===== config.mk =====
export PLATFORM = sky130hd
export DESIGN_NAME = dac_spi_out
export DESIGN_NICKNAME = d
export VERILOG_FILES = /design/src/rtl/dac_spi_out.sv
export SDC_FILE = /design/constraint.sdc
export NUM_CORES = 1
export LEC_CHECK = 0
export ABC_CLOCK_PERIOD_IN_PS = 4200
export CORE_UTILIZATION = 55
export CTS_CLUSTER_DIAMETER = 100
export DETAILED_ROUTE_END_ITERATION = 10
export GPL_TIMING_DRIVEN = 1
export PLACE_DENSITY = 0.81
export SYNTH_ARGS = -nofsm -noshare
export SYNTH_HDL_FRONTEND = slang
export SYNTH_SLANG_ARGS = --single-unit

===== constraint.sdc =====
create_clock -name clk_in -period 4.2 [get_ports clk_in]
set_input_delay 0.42 -clock clk_in [delete_from_list [all_inputs] [get_ports clk_in]]
set_output_delay 0.42 -clock clk_in [all_outputs]
set_load 0.01 [all_outputs]

===== src/rtl/dac_spi_out.sv =====
// dac_spi_out: output stage that serialises one parallel sample per frame
// into a 3-wire serial DAC (SYNC_n / SCLK / DIN, DAC samples DIN on SCLK fall).
// Frame word is {pd_mode, sample, zero pad}, shifted out MSB first.
// One frame in flight at a time; data_ready is high only while idle.
// Optional build macro DAC_SIGN_CONV_EN: data_in is two's complement and its
// MSB is inverted at latch time to produce offset binary.
//
// state | meaning
// ------+---------------------------------------------------------------
// IDLE  | sync_n high, sclk high, ready; waits for data_valid
// SHIFT | sync_n low, one bit per 2*CLK_DIV cycles (sclk high then low)
// GAP   | sync_n high, holds off the next accept to honour SYNC_HIGH
module dac_spi_out #(
    parameter int DATA_WIDTH  = 12,
    parameter int FRAME_WIDTH = 16,
    parameter int CLK_DIV     = 2,
    parameter int SYNC_HIGH   = 4
) (
    input  logic                  clk_in,
    input  logic                  RST,
    input  logic [DATA_WIDTH-1:0] data_in,
    input  logic [1:0]            pd_mode,
    input  logic                  data_valid,
    output logic                  data_ready,
    output logic                  dac_sync_n,
    output logic                  dac_sclk,
    output logic                  dac_din,
    output logic                  busy,
    output logic                  frame_done
);

    localparam int PAD = FRAME_WIDTH - 2 - DATA_WIDTH;
    localparam int HW  = $clog2(CLK_DIV + 1);
    localparam int BW  = $clog2(FRAME_WIDTH);
    localparam int GW  = $clog2(SYNC_HIGH + 1);

    localparam logic [HW-1:0] HALF_LAST = HW'(CLK_DIV - 1);
    localparam logic [BW-1:0] BIT_LAST  = BW'(FRAME_WIDTH - 1);
    // GAP covers all but the last sync-high cycle; the final one is spent in
    // IDLE with ready already high, which keeps the accept period at
    // frame length + SYNC_HIGH.
    localparam logic [GW-1:0] GAP_LAST  = GW'((SYNC_HIGH > 1) ? (SYNC_HIGH - 2) : 0);

    localparam logic [1:0] IDLE  = 2'd0;
    localparam logic [1:0] SHIFT = 2'd1;
    localparam logic [1:0] GAP   = 2'd2;

    logic [1:0]             state;
    logic [HW-1:0]          half_cnt;
    logic [BW-1:0]          bit_cnt;
    logic [GW-1:0]          gap_cnt;
    logic [FRAME_WIDTH-1:0] shift_reg;
    logic [DATA_WIDTH-1:0]  sample;
    logic [FRAME_WIDTH-1:0] frame_word;

    // Build the frame word from the live inputs; it is only used on the accept edge.
    always_comb begin
        sample = data_in;
`ifdef DAC_SIGN_CONV_EN
        sample[DATA_WIDTH-1] = ~data_in[DATA_WIDTH-1];
`endif
        frame_word = FRAME_WIDTH'({pd_mode, sample}) << PAD;
    end

    // Frame sequencer: accept, shift out bit by bit, then hold sync high.
    always_ff @(posedge clk_in or negedge RST) begin
        if (!RST) begin
            state      <= IDLE;
            half_cnt   <= '0;
            bit_cnt    <= '0;
            gap_cnt    <= '0;
            shift_reg  <= '0;
            dac_sync_n <= 1'b1;
            dac_sclk   <= 1'b1;
            dac_din    <= 1'b0;
            data_ready <= 1'b1;
            busy       <= 1'b0;
            frame_done <= 1'b0;
        end else begin
            frame_done <= 1'b0;
            case (state)
                IDLE: begin
                    if (data_valid && data_ready) begin
                        // MSB goes straight to the pin; the rest waits in shift_reg.
                        dac_din    <= frame_word[FRAME_WIDTH-1];
                        shift_reg  <= frame_word << 1;
                        dac_sync_n <= 1'b0;
                        dac_sclk   <= 1'b1;
                        data_ready <= 1'b0;
                        busy       <= 1'b1;
                        half_cnt   <= '0;
                        bit_cnt    <= '0;
                        state      <= SHIFT;
                    end
                end
                SHIFT: begin
                    if (half_cnt != HALF_LAST) begin
                        half_cnt <= half_cnt + HW'(1);
                    end else begin
                        half_cnt <= '0;
                        if (dac_sclk) begin
                            dac_sclk <= 1'b0;
                        end else if (bit_cnt != BIT_LAST) begin
                            // din only moves as sclk rises, so it is stable over the fall.
                            bit_cnt   <= bit_cnt + BW'(1);
                            dac_sclk  <= 1'b1;
                            dac_din   <= shift_reg[FRAME_WIDTH-1];
                            shift_reg <= shift_reg << 1;
                        end else begin
                            bit_cnt    <= '0;
                            shift_reg  <= '0;
                            dac_sclk   <= 1'b1;
                            dac_din    <= 1'b0;
                            dac_sync_n <= 1'b1;
                            frame_done <= 1'b1;
                            gap_cnt    <= '0;
                            if (SYNC_HIGH == 1) begin
                                data_ready <= 1'b1;
                                busy       <= 1'b0;
                                state      <= IDLE;
                            end else begin
                                state <= GAP;
                            end
                        end
                    end
                end
                GAP: begin
                    if (gap_cnt == GAP_LAST) begin
                        gap_cnt    <= '0;
                        data_ready <= 1'b1;
                        busy       <= 1'b0;
                        state      <= IDLE;
                    end else begin
                        gap_cnt <= gap_cnt + GW'(1);
                    end
                end
                default: begin
                    state <= IDLE;
                end
            endcase
        end
    end

endmodule


=== Word level (Yosys, flattened, before mapping) ===
Cells that the tools add are included.

* Register bits after elaboration: 33
* Bits in latches: 0
* RAM bits: 0
* ROM bits: 0
* Logic and storage cells: 82
* Memories: 0

* $add $sub $neg: 3
* Multiply operators: 0
* Divide/modulo/power cells: 0
* Magnitude comparators: 0
* Eq/ne operators: 10
* Shift operators: 0
* Muxes and demuxes: 46
* Bitwise logic cells: 0
* Reduce and logical (&&, ||, !) cells: 12

{| class="wikitable"
|+ Operators with widths
! kind !! number
|-
| 16-bit two-way mux || 4
|-
| 16-bit case mux with 2 select lines || 1
|-
| 1-bit two-way mux || 17
|-
| 4-bit two-way mux || 4
|-
| 2-bit two-way mux || 7
|-
| 3-bit two-way mux || 4
|-
| 2-bit inequality test, second input constant || 5
|-
| 1-bit case mux with 2 select lines || 5
|-
| 5-bit AND reduction || 2
|-
| 4-bit case mux with 2 select lines || 1
|-
| 4-bit AND reduction || 2
|-
| 2-bit case mux with 3 select lines || 1
|-
| 3-bit case mux with 2 select lines || 1
|-
| 3-bit AND reduction || 2
|-
| 2-bit nonzero test || 3
|-
| 4-bit by 1-bit adder with 4-bit output, second input constant || 1
|-
| 4-bit inequality test, second input constant || 1
|-
| 2-bit case mux with 2 select lines || 1
|-
| 3-bit by 1-bit adder with 3-bit output, second input constant || 1
|-
| 3-bit by 2-bit == test with 1-bit output, second input constant || 1
|-
| 2-bit by 1-bit adder with 2-bit output, second input constant || 1
|-
| 2-bit by 1-bit == test with 1-bit output, second input constant || 1
|-
| 2-bit == test, second input constant || 1
|-
| 2-bit zero test || 1
|-
| other kinds (3) || 3
|}

=== Logic depth before layout (Yosys ltp) ===
Gate-level depths: netlist (run 1).

* Word-level depth: 5
* Depth in mapped cells: 6
* Gate-level depth less buffers: 4

=== Worst setup path before layout (run 1) ===
OpenSTA, ideal clock, no wires.

* Kind: register to register
* Start: register half_cnt[1]
* End: register shift_reg[13]
* Data arrival time: 1.782 ns
* Data required time: 4.075 ns
* Slack: 2.293 ns
* Cell stages (with the launch flop): 6
* Buffers on the path: 2
* Path through: dfrtp_1 or3b_1 buf_6 a211oi_4 buf_8 mux2_4

* Longest elaborated chain between the ends: 3

{| class="wikitable"
|+ Ends and longest elaborated chain
! element !! line !! source
|-
| start: declaration || 49 || <nowiki>logic [HW-1:0] half_cnt;</nowiki>
|-
| start signal: assignment || 98 || <nowiki>half_cnt <= half_cnt + HW'(1);</nowiki>
|-
| 2-bit by 1-bit inequality test with 1-bit output || 97 || <nowiki>if (half_cnt != HALF_LAST) begin</nowiki>
|-
| 2-bit inequality test (no line) || -- ||
|-
| 4-bit AND reduction (no line) || -- ||
|-
| end signal: assignment || 86 || <nowiki>shift_reg <= frame_word << 1;</nowiki>
|-
| end signal: assignment || 108 || <nowiki>shift_reg <= shift_reg << 1;</nowiki>
|-
| end: declaration || 52 || <nowiki>logic [FRAME_WIDTH-1:0] shift_reg;</nowiki>
|}

Every way passes these cells.
A chain may end at the register's enable or synchronous reset.

=== Worst setup path after layout (run 1) ===
* Start: register state[0]
* End: register shift_reg[10]

* Longest elaborated chain between the ends: 3
* Elaborated cells on any way between the ends: 8
* Those cells by class: eq/ne (4); mux (1); reduce/logical (3)

{| class="wikitable"
|+ Ends and longest elaborated chain
! element !! line !! source
|-
| start: declaration || 48 || <nowiki>logic [1:0] state;</nowiki>
|-
| start signal: assignment || 68 || <nowiki>state <= IDLE;</nowiki>
|-
| start signal: assignment || 93 || <nowiki>state <= SHIFT;</nowiki>
|-
| start signal: assignment || 120 || <nowiki>state <= IDLE;</nowiki>
|-
| 2-bit by 1-bit == test with 1-bit output or 2-bit zero test (tied branches) || 81 || <nowiki>case (state)</nowiki>
|-
| 2-bit inequality test (no line) or 2-bit nonzero test (tied branches) || -- ||
|-
| 4-bit AND reduction (no line) || -- ||
|}

Parallel ways exist; a longest one is shown, timed or not.

==> metrics.md, run 1 <==
| Metric | Value |
|---|---|
| Number of distinct library cells after synthesis | 40 |
| Final min period | 2.48 ns |
| Cells on worst reg2reg path | 3 |
| Status | finished, final reports clean |
| Clock power frac | 0.244 |
| H-tree depth | 2 |
| Avg WL per Cell | 16.3 microns |
| Clock Latency Late Sink | 0.34 ns |
| Worst slew pin tran | 0.926 ns |
| Worst clock skew | 0.00569 ns |
| Antenna violations before repair | 0 |
| Hold Buf Count CTS | 0 |
| FF-to-FF Start | state[0]$_DFFE_PN0P_ |
| Critical path peak fanout | 25 |
| Metal3 WL | 178 microns |
| Most common cell after layout, fill and taps aside | dfrtp_1 |
| Cell area after synthesis | 1580 sq um |
| Total chip power | 941 uW |
| Placer Congestion | 0.783 |
| Total CTS buffers | 5 |
| Worst Setup SP | state[0]$_DFFE_PN0P_ |
| DIE AREA | 3100 sq um |
| Synthesized area per cell | 11.1 sq um |
| Layout cell share with drive strength beyond 1 | 0.159 |
| Routed Antenna Nets | 0 |
| Final TNS setup | 0 ns |
| Final Hold Viols | 0 |
| Worst hold path type | in2async |
| Maxcap violations | 0 |
| Main synth FF type | dfrtp_1 |
| CP arrival | 2.71 ns |
| P_sw | 280 uW |
| DP HPWL | 2.12 mm |
| Post-CTS Resized | 0 |
| Leak pwr | 0.786 nW |
| Crit Path Category | reg2reg |
| Die H | 55.7 microns |
| Crit end category | register |
| WL final | 3.18 mm |
| Highest Signal Layer | met4 |
| Peak VDD IR | 0.385 mV |
| PD cells | 503 nW/um^2 |
| Buffers on Ports | 22 |
| Crit path required time | 4.42 ns |
| First-pass GRT wire length | 5.50 mm |
| RSZ-0062 raised after global routing | no |
| # IOs | 23 |
| Nets | 181 |
| Final Max Slew Viols | 0 |
| Final setup fails | 0 |
| Flops & latches, synth | 30 |
| P_int | 661 uW |
| Post-synth EDFFs | 0 |
| Core Rows | 19 |
| Fin cells | 195 |
| Worst R2R End | shift_reg[10]$_DFFE_PN0P_ |
| Largest register FFs | 13 |
| WHS | 0.447 ns |
| Max transition margin | 0.381 |
| CP Launch Type | register |
| Clock root cell | clkbuf_4 |
| TritonCTS Sinks | 30 |
| Drt initial violations | 31 |
| Area grow syn2layout | 18.2% |
| CTS tree | yes |
| Synth warnings | 0 |
| Largest net degree at the start of global routing | 31 |
| Die width | 55.7 microns |
| Setup slack, reg-to-reg | 1.72 ns |
| Met2 Wirelength | 1.40 mm |
| Most frequent cells in the layout | 27 x dfrtp_1, 22 x clkdlybuf4s50_1, 13 x nand3b_1, 12 x o2bb2ai_1, 9 x nand2_1 |
| M1 WL | 1.54 mm |
| Fin crit share | 0.591 |
| Seq/Total Area, Yosys | 0.476 |
| Diode count | 0 |
| GRT Resource Usage Total | 0.236 |
| Gr ovfl total | 0 |
| Highest clock rate | 403 MHz |
| DRC | 0 |
| First-pass DRT Iterations | 4 |
| Vias per cell | 6.12 |
| Via count | 1194 |
| Core ar. | 2730 sq um |
| Initial Util | 0.579 |
| Async S/R FF share, synth | 1.00 |
| Setup bufs post-CTS | 0 |
| Flop pwr share | 0.471 |
| Combinational Power Share | 0.285 |
| Syn_nets | 161 |
| Placed Cells | 187 |
| Mapped Cells | 143 |
| Vias in the first global route | 1142 |
| Clock Path Buffers | 2 |
| Worst-path clk slew | 0.10 ns |
| Sw frac | 0.298 |
## cell usage after synthesis (all sizes together), types with 4 or more instances
cell type / instances / area [sq um]
a21oi: 5 / 25.0
nand2: 9 / 33.8
clkbuf: 7 / 26.3
nand3b: 13 / 97.6
nor2b: 4 / 25.0
inv: 4 / 15.0
nand3: 7 / 35.0
dfrtp: 27 / 676
o21ai: 4 / 20.0
mux2: 12 / 154
o2bb2ai: 12 / 105
nor2: 4 / 15.0
## critical path, cell delays in order, from the launching register on
cell      delay [ns]
dfrtp_1         0.87
a21oi_1         0.24
a211oi_4        0.84
mux2_2          0.42
## power groups by stage
stage	Combinational [mW]	Sequential [mW]	Clock, mW
final	0.268	0.444	0.230
after global routing	0.292	0.456	0.246
after CTS	0.271	0.443	0.235
after detailed placement	0.269	0.448	0
after global placement	0.255	0.440	0
after floorplan	0.208	0.429	0
## cell families (layout without fill, tap and decap cells)
family	count (synthesis)	after routing	synth area share
adder cells (fa/ha/maj)	1	1	0.00790
flip-flops	30	30	0.476
AO/OA/AOI/OAI	32	32	0.157
multiplexers	15	15	0.116
AND/OR/NAND/NOR	51	51	0.197
buffers and inverters	14	35	0.0450
## per-stage QoR
stage / instance area, sq um / utilization / setup slack (ns)
after global routing: 1870 / 0.685 / 1.59
final: 1870 / 0.685 / 1.72
after CTS: 1870 / 0.685 / 1.76
after floorplan: 1580 / - / 2.29
after detailed placement: 1790 / 0.656 / 1.72
after global placement: 1790 / 0.656 / 1.79
## cell type report
cell class	count	area, sq um
Fill cell	215	862
Multi-Input combinational cell	99	758
Sequential cell	30	754
Timing Repair Buffer	23	228
Clock inverter	3	40.0
Tap cell	31	38.8
Clock buffer	5	37.5
Inverter	4	15.0
## layer usage
metal,GRT usage,up-vias
met5,0,-
met2,0.324,28
li1,-,568
met3,0.0837,5
met4,0.0964,0
met1,0.337,593
## worst max-delay path by stage
stage                           endpoint  slack [ns]  cells past startpoint
6_report       shift_reg[10]$_DFFE_PN0P_        1.72                      3
5_1_grt         shift_reg[9]$_DFFE_PN0P_        1.59                      3
3_5_place_dp    shift_reg[9]$_DFFE_PN0P_        1.72                      4
3_3_place_gp         dac_din$_DFFE_PN0P_        1.79                      4
2_1_floorplan  shift_reg[13]$_DFFE_PN0P_        2.29                      5
4_1_cts        shift_reg[10]$_DFFE_PN0P_        1.76                      3
Power figures use the tool's default switching activity.
==> run 2, diff against run 1 <==
ABC_CLOCK_PERIOD_IN_PS = 2200   (was 4200)
CORE_UTILIZATION = 48   (was 55)
PLACE_DENSITY = 0.75   (was 0.81)
clock period = 2.2 ns   (was 4.2 ns; I/O delays follow)
==> metrics.md, run 2 (same netlist as run 1, synthesis figures left out) <==
| Metric | Value |
|---|---|
| Worst-path clk slew | 0.10 ns (about the same) |
| WL final | 3.17 mm (was 3.18 mm) |
| # IOs | 23 (unchanged) |
| Combinational Power Share | 0.274 (was 0.285) |
| Status | finished, final reports clean (unchanged) |
| Leak pwr | 0.825 nW (was 0.786 nW) |
| Maxcap violations | 0 (unchanged) |
| Layout cell share with drive strength beyond 1 | 0.183 (was 0.159) |
| Largest register FFs | 13 (unchanged) |
| First-pass GRT wire length | 5.27 mm (was 5.50 mm) |
| Peak VDD IR | 0.676 mV (was 0.385 mV) |
| Drt initial violations | 77 (was 31) |
| Core Rows | 20 (was 19) |
| Initial Util | 0.510 (was 0.579) |
| Post-CTS Resized | 0 (unchanged) |
| Area grow syn2layout | 23.7% (was 18.2%) |
| GR Util met1 | 0.289 (was 0.337) |
| Crit path required time | 2.41 ns (was 4.42 ns) |
| Final setup fails | 0 (unchanged) |
| Core ar. | 3100 sq um (was 2730 sq um) |
| Clock root cell | clkbuf_4 (unchanged) |
| Nets | 186 (was 181) |
| Antenna violations before repair | 0 (unchanged) |
| Worst hold path type | in2async (unchanged) |
| Dpl ws | 0.277 ns (was 1.72 ns) |
| Most common cell after layout, fill and taps aside | dfrtp_1 (unchanged) |
| Fin crit share | 0.884 (was 0.591) |
| Placer Congestion | 0.842 (was 0.783) |
| Buffers on Ports | 22 (unchanged) |
| DIE AREA | 3530 sq um (was 3100 sq um) |
| P_sw | 514 uW (was 280 uW) |
| Final Max Slew Viols | 0 (unchanged) |
| Final min period | 1.94 ns (was 2.48 ns) |
| Final Hold Viols | 0 (unchanged) |
| CP Launch Type | register (unchanged) |
| Flop pwr share | 0.431 (was 0.471) |
| CTS tree | yes (unchanged) |
| Vias in the first global route | 1115 (was 1142) |
| Worst slew pin tran | 0.560 ns (was 0.926 ns) |
| RSZ-0062 raised after global routing | no (unchanged) |
| Die width | 59.4 microns (was 55.7 microns) |
| GRT Resource Usage Total | 0.211 (was 0.236) |
| Crit end category | register (unchanged) |
| Setup bufs post-CTS | 0 (unchanged) |
| Largest net degree at the start of global routing | 31 (unchanged) |
| Avg WL per Cell | 14.9 microns (was 16.3 microns) |
| DRC | 0 (unchanged) |
| Highest clock rate | 514 MHz (was 403 MHz) |
| Max transition margin | 0.624 (was 0.381) |
| Crit Path Category | reg2reg (unchanged) |
| Clock Path Buffers | 2 (unchanged) |
| Total CTS buffers | 5 (unchanged) |
| Clock Latency Late Sink | 0.33 ns (was 0.34 ns) |
| Die H | 59.4 microns (was 55.7 microns) |
| Sw frac | 0.265 (was 0.298) |
| Routed Antenna Nets | 0 (unchanged) |
| Setup ws final | 0.255 ns (was 1.72 ns) |
| Final TNS setup | 0 ns (unchanged) |
| Clock power frac | 0.296 (was 0.244) |
| Most frequent cells in the layout | 27 x dfrtp_1, 22 x clkdlybuf4s50_1, 13 x nand3b_1, 12 x o2bb2ai_1, 9 x nand2_1 (unchanged) |
| Diode count | 0 (unchanged) |
| Gr ovfl total | 0 (unchanged) |
| Via count | 1213 (was 1194) |
| Global-route met3 utilization | 0.0524 (was 0.0837) |
| H-tree depth | 2 (unchanged) |
| Met2 usage | 0.303 (was 0.324) |
| Critical path peak fanout | 14 (was 25) |
| TritonCTS Sinks | 30 (unchanged) |
| CP arrival | 2.15 ns (was 2.71 ns) |
| PD cells | 989 nW/um^2 (was 503 nW/um^2) |
| Worst clock skew | 0.0136 ns (was 0.00569 ns) |
| P_int | 1.42 mW (was 661 uW) |
| First-pass DRT Iterations | 4 (unchanged) |
| Vias per cell | 5.69 (was 6.12) |
| DP HPWL | 2.18 mm (was 2.12 mm) |
| Grt peak-use layer | met2 (was met1) |
| Hold Buf Count CTS | 0 (unchanged) |
## run 2: worst max-delay path, stage by stage, from the launching register on
cell      delay, ns
dfrtp_1        0.42
or3b_1         0.50
a211oi_4       0.26
buf_4          0.27
mux2_2         0.37
## run 2: through the flow
| stage | instance area (sq um) | total power, mW | cells | utilization | hold WS (ns) |
|---|---|---|---|---|---|
| 2_1_floorplan | 1580 | 1.21 | 143 | - | -0.0756 |
| 3_3_place_gp | 1850 | 1.34 | 205 | 0.596 | 0.488 |
| 3_5_place_dp | 1850 | 1.37 | 205 | 0.596 | 0.497 |
| 4_1_cts | 1960 | 1.96 | 213 | 0.631 | 0.263 |
| 5_1_grt | 1960 | 2.06 | 213 | 0.631 | 0.268 |
| 6_report | 1960 | 1.94 | 213 | 0.631 | 0.263 |
## run 2: final cells by class
cell class	count	area (sq um)
inverter	4	15.0
clock inverter	2	60.1
sequential	30	754
tap	44	55.1
clock buffer	6	51.3
fill	279	1140
multi-input combinational	99	758
timing repair buffer	28	265
## run 2: per-layer routing
metal,wire [microns],part of all wire
met2,1460,0.46
met4,61,0.019
met1,1500,0.47
met3,139,0.044
met5,0,0
## run 2: final timing paths
check	start	to	slack (ns)	cells past startpoint
setup / recovery	half_cnt[1]$_DFFE_PN0P_	shift_reg[8]$_DFFE_PN0P_	0.26	4
min in group clk_in	data_in[0]	shift_reg[3]$_DFFE_PN0P_	0.43	3
setup reg to reg	half_cnt[1]$_DFFE_PN0P_	shift_reg[8]$_DFFE_PN0P_	0.26	4
hold / removal	RST	shift_reg[3]$_DFFE_PN0P_	0.26	2
hold reg to reg	dac_sync_n$_DFFE_PN1P_	dac_sync_n$_DFFE_PN1P_	0.52	1
max in group asynchronous	RST	dac_sclk$_DFFE_PN1P_	1.62	2
## run 2: power by group through the flow
| stage | logic [mW] | clock network (mW) | registers (mW) |
|---|---|---|---|
| after global routing | 0.583 | 0.623 | 0.855 |
| after floorplan | 0.396 | 0 | 0.818 |
| final | 0.530 | 0.573 | 0.835 |
| after detailed placement | 0.532 | 0 | 0.843 |
| after CTS | 0.536 | 0.593 | 0.833 |
| after global placement | 0.510 | 0 | 0.833 |
